`src/rtl/bus_request_agent_if.sv`:
```
// Signal bundle between one bus master's request agent and its environment (arbiter, target, client).
// Latency: none, wires only.
// Backpressure: carried by Ack (target) and Grant (arbiter); the agent side is the master modport.
interface bus_request_agent_if #(
    parameter int LENW = 4
);
    logic            Start;
    logic [LENW-1:0] Len;
    logic [2:0]      Grant;
    logic            Ack;
    logic            ReqFlag;
    logic            BusEn;
    logic [LENW-1:0] WordCnt;
    logic            Busy;
    logic            Done;
    logic            Err;

    modport master (
        input  Start, Len, Grant, Ack,
        output ReqFlag, BusEn, WordCnt, Busy, Done, Err
    );

    modport slave (
        output Start, Len, Grant, Ack,
        input  ReqFlag, BusEn, WordCnt, Busy, Done, Err
    );
endinterface

```
`src/rtl/bus_request_agent.sv`:
```
// Device-side client of the FIFO-ordered bus arbiter: request, wait for Grant==ID, move Len words, release.
// Latency: Start to first BusEn is 3 cycles minimum; all outputs registered except BusEn (state & Grant).
// Backpressure: Ack=0 holds the current word; optional grant-wait timeout under macro GRANT_TIMEOUT_EN.
module bus_request_agent #(
    parameter logic [2:0] ID      = 3'd1,
    parameter int         LENW    = 4,
    parameter int         TIMEOUT = 64
) (
    input  logic                Clk,
    input  logic                Rst,
    bus_request_agent_if.master bus
);

    typedef enum logic [2:0] {
        S_IDLE  = 3'd0,
        S_REQ   = 3'd1,
        S_WAITG = 3'd2,
        S_XFER  = 3'd3,
        S_REL   = 3'd4,
        S_DONE  = 3'd5
    } state_t;

    state_t          r_state;
    state_t          w_next;

    logic [LENW-1:0] r_len;
    logic [LENW-1:0] r_word_cnt;
    logic            r_req_flag;
    logic            r_busy;
    logic            r_done;
    logic            r_err;

    logic            w_granted;
    logic            w_start_ok;
    logic            w_last_word;
    logic            w_timeout;
    logic            w_latch_len;
    logic [LENW-1:0] w_word_cnt_d;
    logic            w_req_flag_d;
    logic            w_busy_d;
    logic            w_done_d;
    logic            w_err_d;

    // ID 0 is the arbiter's "nobody" code and the wait counter needs at least two states.
    generate
        if (ID == 3'd0 || TIMEOUT < 2) begin : g_bad_params
            $error("bus_request_agent: ID must be 1..7 and TIMEOUT at least 2");
        end
    endgenerate

    assign w_granted   = (bus.Grant == ID);
    assign w_start_ok  = bus.Start && (bus.Len != '0);
    // Exit on the Ack of word Len-1 so the counter never has to hold Len+1 or wrap.
    assign w_last_word = bus.Ack && (r_word_cnt == r_len - LENW'(1));

`ifdef GRANT_TIMEOUT_EN
    localparam int TW = $clog2(TIMEOUT);

    logic [TW-1:0] r_tmo_cnt;

    // Cycles spent waiting for the grant; held at zero outside WAITG so every wait starts fresh.
    always_ff @(posedge Clk or posedge Rst) begin
        if (Rst) begin
            r_tmo_cnt <= '0;
        end else if (r_state == S_WAITG) begin
            r_tmo_cnt <= r_tmo_cnt + TW'(1);
        end else begin
            r_tmo_cnt <= '0;
        end
    end

    assign w_timeout = (r_state == S_WAITG) && (r_tmo_cnt == TW'(TIMEOUT - 1));
`else
    assign w_timeout = 1'b0;
`endif

    // State register; reset drops the tenure wherever it is, which the arbiter sees as a release.
    always_ff @(posedge Clk or posedge Rst) begin
        if (Rst) begin
            r_state <= S_IDLE;
        end else begin
            r_state <= w_next;
        end
    end

    // Next-state decode; a lost grant in XFER is treated like the end of the tenure.
    always_comb begin
        w_next = r_state;
        case (r_state)
            S_IDLE:  if (w_start_ok) w_next = S_REQ;
            S_REQ:   w_next = S_WAITG;
            S_WAITG: begin
                if (w_granted) begin
                    w_next = S_XFER;
                end else if (w_timeout) begin
                    w_next = S_REL;
                end
            end
            S_XFER:  if (!w_granted || w_last_word) w_next = S_REL;
            S_REL:   if (!w_granted) w_next = S_DONE;
            S_DONE:  w_next = S_IDLE;
            default: w_next = S_IDLE;
        endcase
    end

    // Output decode from the upcoming state, so the registered outputs line up with the state they describe.
    always_comb begin
        w_req_flag_d = (w_next == S_WAITG) || (w_next == S_XFER);
        w_busy_d     = (w_next != S_IDLE);
        w_done_d     = (w_next == S_DONE);
        w_err_d      = w_timeout && !w_granted;
        w_latch_len  = (r_state == S_IDLE) && w_start_ok;
        w_word_cnt_d = r_word_cnt;
        if (w_latch_len) begin
            w_word_cnt_d = '0;
        end else if ((r_state == S_XFER) && w_granted && bus.Ack) begin
            w_word_cnt_d = r_word_cnt + LENW'(1);
        end
    end

    // Output and length registers; WordCnt keeps its final value until the next accepted Start.
    always_ff @(posedge Clk or posedge Rst) begin
        if (Rst) begin
            r_len      <= '0;
            r_word_cnt <= '0;
            r_req_flag <= 1'b0;
            r_busy     <= 1'b0;
            r_done     <= 1'b0;
            r_err      <= 1'b0;
        end else begin
            if (w_latch_len) begin
                r_len <= bus.Len;
            end
            r_word_cnt <= w_word_cnt_d;
            r_req_flag <= w_req_flag_d;
            r_busy     <= w_busy_d;
            r_done     <= w_done_d;
            r_err      <= w_err_d;
        end
    end

    // BusEn follows Grant combinationally so a grant fault releases the bus in the same cycle.
    assign bus.BusEn   = (r_state == S_XFER) && w_granted;
    assign bus.ReqFlag = r_req_flag;
    assign bus.WordCnt = r_word_cnt;
    assign bus.Busy    = r_busy;
    assign bus.Done    = r_done;
    assign bus.Err     = r_err;

endmodule

```
`src/flat_wrapper.sv`:
```
// flat-port wrapper written by rule: the top's interface ports become plain ports
module bus_request_agent_flat 
#(
    parameter logic [2:0] ID      = 3'd1,
    parameter int         LENW    = 4,
    parameter int         TIMEOUT = 64
)
  (Clk, Rst, bus_Start, bus_Len, bus_Grant, bus_Ack, bus_ReqFlag, bus_BusEn, bus_WordCnt, bus_Busy, bus_Done, bus_Err);
  bus_request_agent_if #(.LENW(LENW)) bus_i ();
  input  logic Clk;
  input  logic Rst;
  input wire logic [$bits(bus_i.Start)-1:0] bus_Start;
  input wire logic [$bits(bus_i.Len)-1:0] bus_Len;
  input wire logic [$bits(bus_i.Grant)-1:0] bus_Grant;
  input wire logic [$bits(bus_i.Ack)-1:0] bus_Ack;
  output wire logic [$bits(bus_i.ReqFlag)-1:0] bus_ReqFlag;
  output wire logic [$bits(bus_i.BusEn)-1:0] bus_BusEn;
  output wire logic [$bits(bus_i.WordCnt)-1:0] bus_WordCnt;
  output wire logic [$bits(bus_i.Busy)-1:0] bus_Busy;
  output wire logic [$bits(bus_i.Done)-1:0] bus_Done;
  output wire logic [$bits(bus_i.Err)-1:0] bus_Err;
  assign bus_i.Start = bus_Start;
  assign bus_i.Len = bus_Len;
  assign bus_i.Grant = bus_Grant;
  assign bus_i.Ack = bus_Ack;
  assign bus_ReqFlag = bus_i.ReqFlag;
  assign bus_BusEn = bus_i.BusEn;
  assign bus_WordCnt = bus_i.WordCnt;
  assign bus_Busy = bus_i.Busy;
  assign bus_Done = bus_i.Done;
  assign bus_Err = bus_i.Err;
  bus_request_agent #(.ID(ID), .LENW(LENW), .TIMEOUT(TIMEOUT)) u_core (.Clk(Clk), .Rst(Rst), .bus(bus_i));
endmodule
```
`config.mk`:
```
export PLATFORM = sky130hd
export DESIGN_NAME = bus_request_agent_flat
export DESIGN_NICKNAME = d
export VERILOG_FILES = /design/src/rtl/bus_request_agent_if.sv /design/src/rtl/bus_request_agent.sv /design/src/flat_wrapper.sv
export SDC_FILE = /design/constraint.sdc
export NUM_CORES = 1
export LEC_CHECK = 0
export CAP_MARGIN = 20
export CELL_PAD_IN_SITES_DETAIL_PLACEMENT = 1
export CELL_PAD_IN_SITES_GLOBAL_PLACEMENT = 1
export CORE_MARGIN = 4
export CORE_UTILIZATION = 36
export CTS_BUF_LIST = sky130_fd_sc_hd__clkbuf_4 sky130_fd_sc_hd__clkbuf_8 sky130_fd_sc_hd__clkbuf_16
export DETAILED_ROUTE_END_ITERATION = 16
export PLACE_DENSITY_LB_ADDON = 0.05
export SYNTH_ARGS = -nofsm -noshare
export SYNTH_HDL_FRONTEND = slang
export SYNTH_SLANG_ARGS = --single-unit
export TNS_END_PERCENT = 100
```
`constraint.sdc`:
```
create_clock -name Clk -period 2.2 [get_ports Clk]
set_input_delay 0.66 -clock Clk [delete_from_list [all_inputs] [get_ports Clk]]
set_output_delay 0.66 -clock Clk [all_outputs]
set_load 0.03 [all_outputs]
```
==> impl_metrics.yaml, run 1 <==
cts:
  path_clk_slew_ps: 90
  htree_levels: 1
  clock_sinks: 14
  clk_latency_ps: 280
  cts_tree: "yes"
  root_buffer: "clkbuf_4"
  cts_made_buffers: 3
  hold_buffers: 0
  clock_path_buffers: 2
synthesis:
  syn_area_sq_um: 837
  yosysUniqueCellTypes: 36
  synth_flop_cell: "dfrtp_1"
  netlist_instances: 82
  synth-edff-count: 0
  yosysSeqAreaShare_pct: 41.9
  yosysWarnings: 0
  ys_ff_latch: 14
  async_reset_ff_share_pct: 100
  postSynthAreaPerCell_sq_um: 10.2
  synth_nets: 95
sta:
  slew_headroom_pct: 60.9
  hold_slack_ps: 551
  post-route-period-util_pct: 96.1
  setup_viol: 0
  slew_violations: 0
  worstMarginPinSlew_ps: 587
  final-hold-violation-count: 0
  period_needed_ps: 2110
  skew_ps: 3.95
  max_freq_mhz: 473
  rsz0062_at_grt: "false"
worst_setup_path:
  end_kind: "flop"
  arrival_ps: 2290
  crit_path_start: "bus_Start"
  reg2reg_slack_ps: 100
  path_max_fanout: 4
  cp-start-kind: "primary input"
  required_ps: 2370
  rr_startpoint: "u_core.r_state[2]"
  crit_type: "primary input to flop"
cells_and_area:
  final_common_cell: "buf_4"
  finalNetCount: 135
  seq_area_sq_um: 352
  synthToLayoutAreaGrowth_pct: 46.5
  drive_gt1_share_pct: 29.8
  layout_common_cells: "20 x buf_4, 14 x clkdlybuf4s50_1, 13 x dfrtp_1, 5 x o21ai_0, 5 x nand2_1"
  final_core_util_pct: 55.4
  fillerInstances: 267
  multi_input_area_sq_um: 468
  n_antenna_cell: 0
  final_area_sq_um: 1230
outcome:
  status: "completed"
grt:
  grt_pass1_vias: 853
  antenna_found_initial: 0
  grt_first_pass_wirelength_um: 4170
  gr-total-overflow: 0
  grt_start_max_net_pins: 15
  grt_usage_pct: 16.8
floorplanning:
  ios: 20
  initial_utilization_pct: 37.8
  die_h_um: 56.2
  rows: 17
  die_x_um: 56.2
  core_sq_um: 2210
  die_area_sq_um: 3160
hold_path:
  hold_class: "flop to flop"
  hold_path.startpoint: "u_core.r_len[3]"
drt:
  drt_first_pass_iters: 4
  viasPerCell: 5.49
  vias: 818
  drc: 0
  drt_iter0_markers: 9
  wire_per_inst_um: 16.1
  wl_um: 2400
  postRouteAntennaNets: 0
power_and_ir_drop:
  total_leakage_power_nw: 0.573
  power_density_nw_per_um2: 1100
  ir_worst_vdd_mv: 0.589
placed_design:
  placed_area_sq_um: 1130
  gp_congestion: 0.813
  dp_hpwl_um: 1740
  io_buffers: 18
run:
  drv_cap: 0
cells by family after synthesis:
kind of cell / Yosys count / share of synthesized area (%)
AOI/OAI and AO/OA: 19 / 15.8
buffers and inverters: 8 / 5.08
muxes: 4 / 5.08
and+or+nand+nor: 28 / 20.6
xor gates and xnor gates: 6 / 8.07
adders and majority gates: 2 / 2.99
DFF: 14 / 41.9
other: 1 / 0.448
sequential cells by signal (all words and copies together) (netlist names):
name / flops
u_core.bus.Busy: 1
u_core.bus.Done: 1
u_core.bus.ReqFlag: 1
u_core.bus.WordCnt: 4
u_core.r_len: 4
u_core.r_state: 3
per-stage QoR:
stage	TNS, ps	std cells	total power [mW]	worst slack [ps]
6_report	0	149	1.35	86.3
5_1_grt	0	149	1.45	10.7
4_1_cts	0	149	1.34	12.3
3_5_place_dp	-1610	138	1.13	-218
3_3_place_gp	-1150	138	1.12	-196
2_1_floorplan	0	82	0.896	174
where the power goes:
part / internal, mW / leakage [nW] / switching, mW
Clock: 0.101 / 0.0210 / 0.0900
Sequential: 0.351 / 0.177 / 0.0812
Combinational: 0.352 / 0.375 / 0.378
Total: 0.803 / 0.573 / 0.549
worst paths after layout:
| path | cells past startpoint | to |
|---|---|---|
| max | 4 | u_core.r_len[3] |
| min | 1 | u_core.r_len[3] |
| max reg2reg | 11 | u_core.r_state[0] |
| min reg2reg | 1 | u_core.r_len[3] |
| max in group asynchronous | 2 | u_core.r_state[2] |
| min in group asynchronous | 2 | u_core.bus.WordCnt[1] |
synth_stat cells, drive strengths merged (2+ instances only):
cell type / n / area (sq um)
and2: 2 / 12.5
o31ai: 2 / 15.0
or4: 2 / 15.0
a21oi: 2 / 10.0
xnor2: 3 / 26.3
dfrtp: 14 / 350
nor4b: 2 / 17.5
a21o: 3 / 22.5
or4b: 2 / 20.0
buf: 3 / 23.8
xor2: 2 / 17.5
nand2: 6 / 22.5
inv: 5 / 18.8
o21ai: 5 / 25.0
nand4: 2 / 12.5
a311oi: 2 / 17.5
ha: 2 / 25.0
mux2i: 2 / 20.0
mux2: 2 / 22.5
nor4: 4 / 25.0
nor2: 2 / 7.51
area by class of cell:
| type | count | area share [%] |
|---|---|---|
| flip-flops and latches | 14 | 28.7 |
| multi-input cells | 60 | 38.2 |
| inverters | 5 | 1.53 |
| clock buffers | 4 | 2.96 |
| well taps | 28 | 2.86 |
| repair buffers | 38 | 25.8 |
layer usage:
metal / up-vias / track usage, % / wire length [um]
met4: 0 / 3.05 / 16
met5: - / 0 / 0
li1: 385 / - / -
met2: 30 / 27.7 / 1190
met1: 399 / 22.3 / 1070
met3: 4 / 3.94 / 127
worst max-delay path: stages:
cell	delay (ps)
clkdlybuf4s50_1	480
or4b_1	520
nor2_1	260
mux2_2	370
timing repair:
item / in CTS / in global routing
buffers inserted: 7 / 0
resized for setup: 6 / 9
pin swaps: 2 / 2
endpoints found under the setup margin: 1 / 2
No activity file was read; power rests on OpenSTA's default activity.
==> run 2, diff against run 1 <==
- GPL_TIMING_DRIVEN: unset -> 0
- PLACE_DENSITY_LB_ADDON: 0.05 -> 0.1
==> run 2 against run 1 <==
Setup slack got worse by 27 ps. Fmax decreased by 1.3%. Core utilization fell by 5.4 points. Via count shrank 8.4%. Sequential share of layout area rose by 3.0 points. Largest power group unchanged. Combinational power decreased by 8.1%. First-iteration DRC count unchanged. Largest cell class unchanged. Worst hold slack got worse by 21 ps. Power shrank 4.7%. Register-to-register slack gained 190 ps. Count of clock-buffer cells in the layout did not move. Highest routed layer unchanged. Cell area is 9.7% lower. Critical path type is now flop to output pin.
==> impl_metrics.yaml, run 2 (synthesis gave the netlist of run 1 again) <==
grt:
  grt_usage_pct: 15.5
  grt_first_pass_wirelength_um: 3750
  grt_pass1_vias: 787
  gr-total-overflow: 0
  antenna_found_initial: 0
  grt_start_max_net_pins: 15
worst_setup_path:
  arrival_ps: 1480
  crit_type: "flop to output pin"
  path_max_fanout: 6
  crit_buf_inv: 1
  end_kind: "output pin"
  cp-start-kind: "flop"
  worstPathCellList: "clkdlybuf4s50_1"
  slowest_delay_ps: 710
  crit_path_top_delay_cell: "clkdlybuf4s50_1"
  critPathTopFamily: "buffers and inverters"
  reg2reg_slack_ps: 290
  required_ps: 1540
drt:
  viasPerCell: 5.59
  drt_first_pass_iters: 4
  drc: 0
  postRouteAntennaNets: 0
  wl_um: 2270
  drt_iter0_markers: 9
  wire_per_inst_um: 17.0
  vias: 749
cts:
  cts_made_buffers: 3
  cts_tree: "yes"
  path_clk_slew_ps: 90
  htree_levels: 1
  clock_path_buffers: 2
  clock_sinks: 14
  root_buffer: "clkbuf_4"
  clk_latency_ps: 290
cells_and_area:
  finalNetCount: 120
  seq_area_sq_um: 350
  drive_gt1_share_pct: 17.0
  layout_common_cells: "14 x clkdlybuf4s50_1, 14 x dfrtp_1, 6 x nand2_1, 5 x o21ai_0, 5 x inv_1"
  final_cells: 134
  fillerInstances: 259
  final_area_sq_um: 1110
  multi_input_area_sq_um: 462
  final_core_util_pct: 50.1
  synthToLayoutAreaGrowth_pct: 32.3
  n_antenna_cell: 0
power_and_ir_drop:
  total_leakage_power_nw: 0.505
  ir_worst_vdd_mv: 0.537
  power_density_nw_per_um2: 1160
  total_power_mw: 1.29
sta:
  post-route-period-util_pct: 97.3
  final-hold-violation-count: 0
  max_freq_mhz: 467
  period_needed_ps: 2140
  worstMarginPinSlew_ps: 819
  hold_slack_ps: 529
  setup_ws_ps: 58.9
  fin_setup_tns_ps: 0
  rsz0062_at_grt: "false"
  slew_headroom_pct: 44.6
  slew_violations: 0
  setup_viol: 0
  skew_ps: 7.27
floorplanning:
  core_sq_um: 2210
  die_x_um: 56.2
  initial_utilization_pct: 37.8
  ios: 20
  die_h_um: 56.2
  die_area_sq_um: 3160
  rows: 17
placed_design:
  placed_cells: 128
  dp_worst_setup_slack_ps: -953
  io_buffers: 18
  placed_area_sq_um: 1060
  dp_hpwl_um: 1640
  gp_congestion: 0.770
hold_path:
  hold_class: "flop to flop"
outcome:
  status: "completed"
run:
  drv_cap: 0
[run 2: timing repair]
action                     4_1_cts  5_1_grt
resized for setup               12        6
pin swaps                        2        2
hold buffers                     0        0
setup endpoints to repair        3        1
buffers inserted                 2        0
[run 2: routing by layer]
layer	vias up	part of all wire, %	GRT usage (%)
li1	355	-	-
met1	365	43	17.5
met2	23	49	26.4
met3	6	5.7	6.03
met4	0	2.1	5.42
met5	-	0	0
[run 2: path summary, 6_finish.rpt]
| path | start | to | cells after the start |
|---|---|---|---|
| setup reg to reg | u_core.r_state[2] | u_core.bus.WordCnt[3] | 5 |
| hold / removal | u_core.r_len[3] | u_core.r_len[3] | 1 |
| hold reg to reg | u_core.r_len[3] | u_core.r_len[3] | 1 |
| setup / recovery | u_core.bus.WordCnt[0] | bus_WordCnt[0] | 1 |
| max in group asynchronous | Rst | u_core.bus.Done | 2 |
| min in group asynchronous | Rst | u_core.bus.WordCnt[1] | 2 |
[run 2: final cells by class]
cell class / count / share of cell area (%)
Sequential cell: 14 / 31.6
Timing Repair Buffer: 20 / 16.4
Inverter: 5 / 1.69
Clock buffer: 4 / 3.28
Buffer: 3 / 2.15
Multi-Input combinational cell: 60 / 41.7
Tap cell: 28 / 3.16
[run 2: where the power goes]
group	internal, mW	switching [mW]	leakage [nW]
clock network	0.101	0.0872	0.0210
registers	0.349	0.0815	0.178
logic	0.312	0.359	0.305
==> run 3, diff against run 2 <==
- CORE_ASPECT_RATIO: unset -> 1.5
==> run 3 against run 2 <==
Core utilization decreased by 0.76 points. Setup slack improved by 6.9 ps. Critical path depth increased by 4. Cell area decreased by 0.56%. Highest routed layer unchanged. Clock skew decreased by 0.55 ps. Final cell count decreased by 4.5%. Largest cell class unchanged. Largest power group unchanged. Critical path type is now primary input to output pin. Non-clock buffer count decreased by 1. Via count decreased by 4.5%. Register-to-register slack improved by 40 ps. Sequential share of layout area increased by 0.18 points. Sequential cell count unchanged.
==> impl_metrics.yaml, run 3 (synthesis gave the netlist of run 1 again) <==
outcome:
  status: "completed"
cells_and_area:
  finalNetCount: 119
  n_antenna_cell: 0
  synthToLayoutAreaGrowth_pct: 31.5
  layout_common_cells: "14 x clkdlybuf4s50_1, 14 x dfrtp_1, 6 x nand2_1, 5 x o21ai_0"
  drive_gt1_share_pct: 15.2
worst_setup_path:
  cp-start-kind: "primary input"
  reg2reg_slack_ps: 330
  required_ps: 1540
  arrival_ps: 1470
  crit_path_start: "bus_Grant[1]"
  path_max_fanout: 3
  rr_endpoint: "u_core.bus.WordCnt[3]"
  end_kind: "output pin"
  rr_startpoint: "u_core.r_state[2]"
  crit_end: "bus_BusEn"
  crit_type: "primary input to output pin"
  reg2reg_depth: 5
sta:
  slew_violations: 0
  hold_slack_ps: 537
  fin_setup_tns_ps: 0
  post-route-period-util_pct: 97.0
  rsz0062_at_grt: "false"
  max_freq_mhz: 469
  period_needed_ps: 2130
  setup_viol: 0
  skew_ps: 6.72
  slew_headroom_pct: 41.0
  final-hold-violation-count: 0
  worstMarginPinSlew_ps: 873
floorplanning:
  rows: 21
  die_x_um: 47.4
  ios: 20
  initial_utilization_pct: 37.5
  die_h_um: 67.1
  core_sq_um: 2230
  die_area_sq_um: 3180
power_and_ir_drop:
  power_frac_clock_pct: 14.4
  p_sw_mw: 0.510
  total_leakage_power_nw: 0.500
  comb_power_share_pct: 52.1
  ir_worst_vdd_mv: 0.475
  seqPwrFrac_pct: 33.5
  power_density_nw_per_um2: 1150
  swShare_pct: 40.2
  p_int_mw: 0.760
drt:
  viasPerCell: 5.59
  wl_met1_um: 851
  wire_per_inst_um: 15.9
  drc: 0
  route.met2.wl_um: 1060
  top_layer: "met4"
  postRouteAntennaNets: 0
  vias: 715
  drt_first_pass_iters: 4
  wl_met3_um: 80
  wl_um: 2030
  drt_iter0_markers: 5
cts:
  root_buffer: "clkbuf_4"
  clock_path_buffers: 2
  cts_made_buffers: 3
  htree_levels: 1
  clock_sinks: 14
  path_clk_slew_ps: 80
  clk_latency_ps: 280
  cts_tree: "yes"
hold_path:
  hold_class: "flop to flop"
  hold_path.startpoint: "u_core.r_len[3]"
grt:
  antenna_found_initial: 0
  gr-total-overflow: 0
  grt_start_max_net_pins: 15
  grt_pass1_vias: 741
  grt_first_pass_wirelength_um: 3350
  grt_usage_pct: 15.0
placed_design:
  dp_hpwl_um: 1640
  io_buffers: 18
  gp_congestion: 0.762
run:
  drv_cap: 0
[run 3: critical path, cell delays in order]
cell,delay (ps)
dlygate4sd2_1,270
nor4b_4,240
nand2_1,120
inv_2,70
buf_6,120
[run 3: cell type report]
cell class / count / area (sq um)
fill: 259 / 1130
multi-input combinational: 60 / 462
sequential: 14 / 350
timing repair buffer: 19 / 181
clock buffer: 4 / 36.3
tap: 23 / 28.8
buffer: 3 / 23.8
inverter: 5 / 18.8
[run 3: routing by layer]
metal,vias to the layer above,track usage [%]
met5,-,0
met4,0,7.27
met3,4,1.89
met2,17,25.5
met1,345,17.6
li1,349,-
[run 3: what timing repair did]
action,4_1_cts,5_1_grt
endpoints found under the setup margin,4,1
pin swaps,2,2
endpoints found under the hold margin,0,0
resized for setup,13,2
buffers inserted,1,0
gates cloned,0,0
hold buffers,0,0
[run 3: stage by stage]
| step | area, sq um | setup slack (ps) | utilization (%) | cells | power [mW] |
|---|---|---|---|---|---|
| floorplan | 843 | 174 | - | 82 | 0.896 |
| global placement | 1050 | -899 | 47.1 | 123 | 1.08 |
| detailed placement | 1050 | -957 | 47.1 | 123 | 1.09 |
| CTS | 1110 | 22.7 | 49.5 | 128 | 1.29 |
| global route | 1100 | 4.75 | 49.3 | 128 | 1.38 |
| finish | 1100 | 65.8 | 49.3 | 128 | 1.27 |
[run 3: worst min-delay path by stage]
stage | to | slack (ps) | cells after the start
global route | u_core.r_len[3] | 570 | 1
global placement | u_core.r_len[3] | 510 | 1
finish | u_core.r_len[3] | 540 | 1
CTS | u_core.r_len[3] | 540 | 1
detailed placement | u_core.r_len[3] | 530 | 1
floorplan | u_core.r_len[3] | 500 | 1
[run 3: power groups by stage]
stage	combinational [mW]	sequential (mW)	clock [mW]
4_1_cts	0.675	0.427	0.192
6_report	0.662	0.426	0.183
5_1_grt	0.738	0.437	0.208
3_5_place_dp	0.661	0.433	0
2_1_floorplan	0.428	0.467	0
3_3_place_gp	0.647	0.430	0
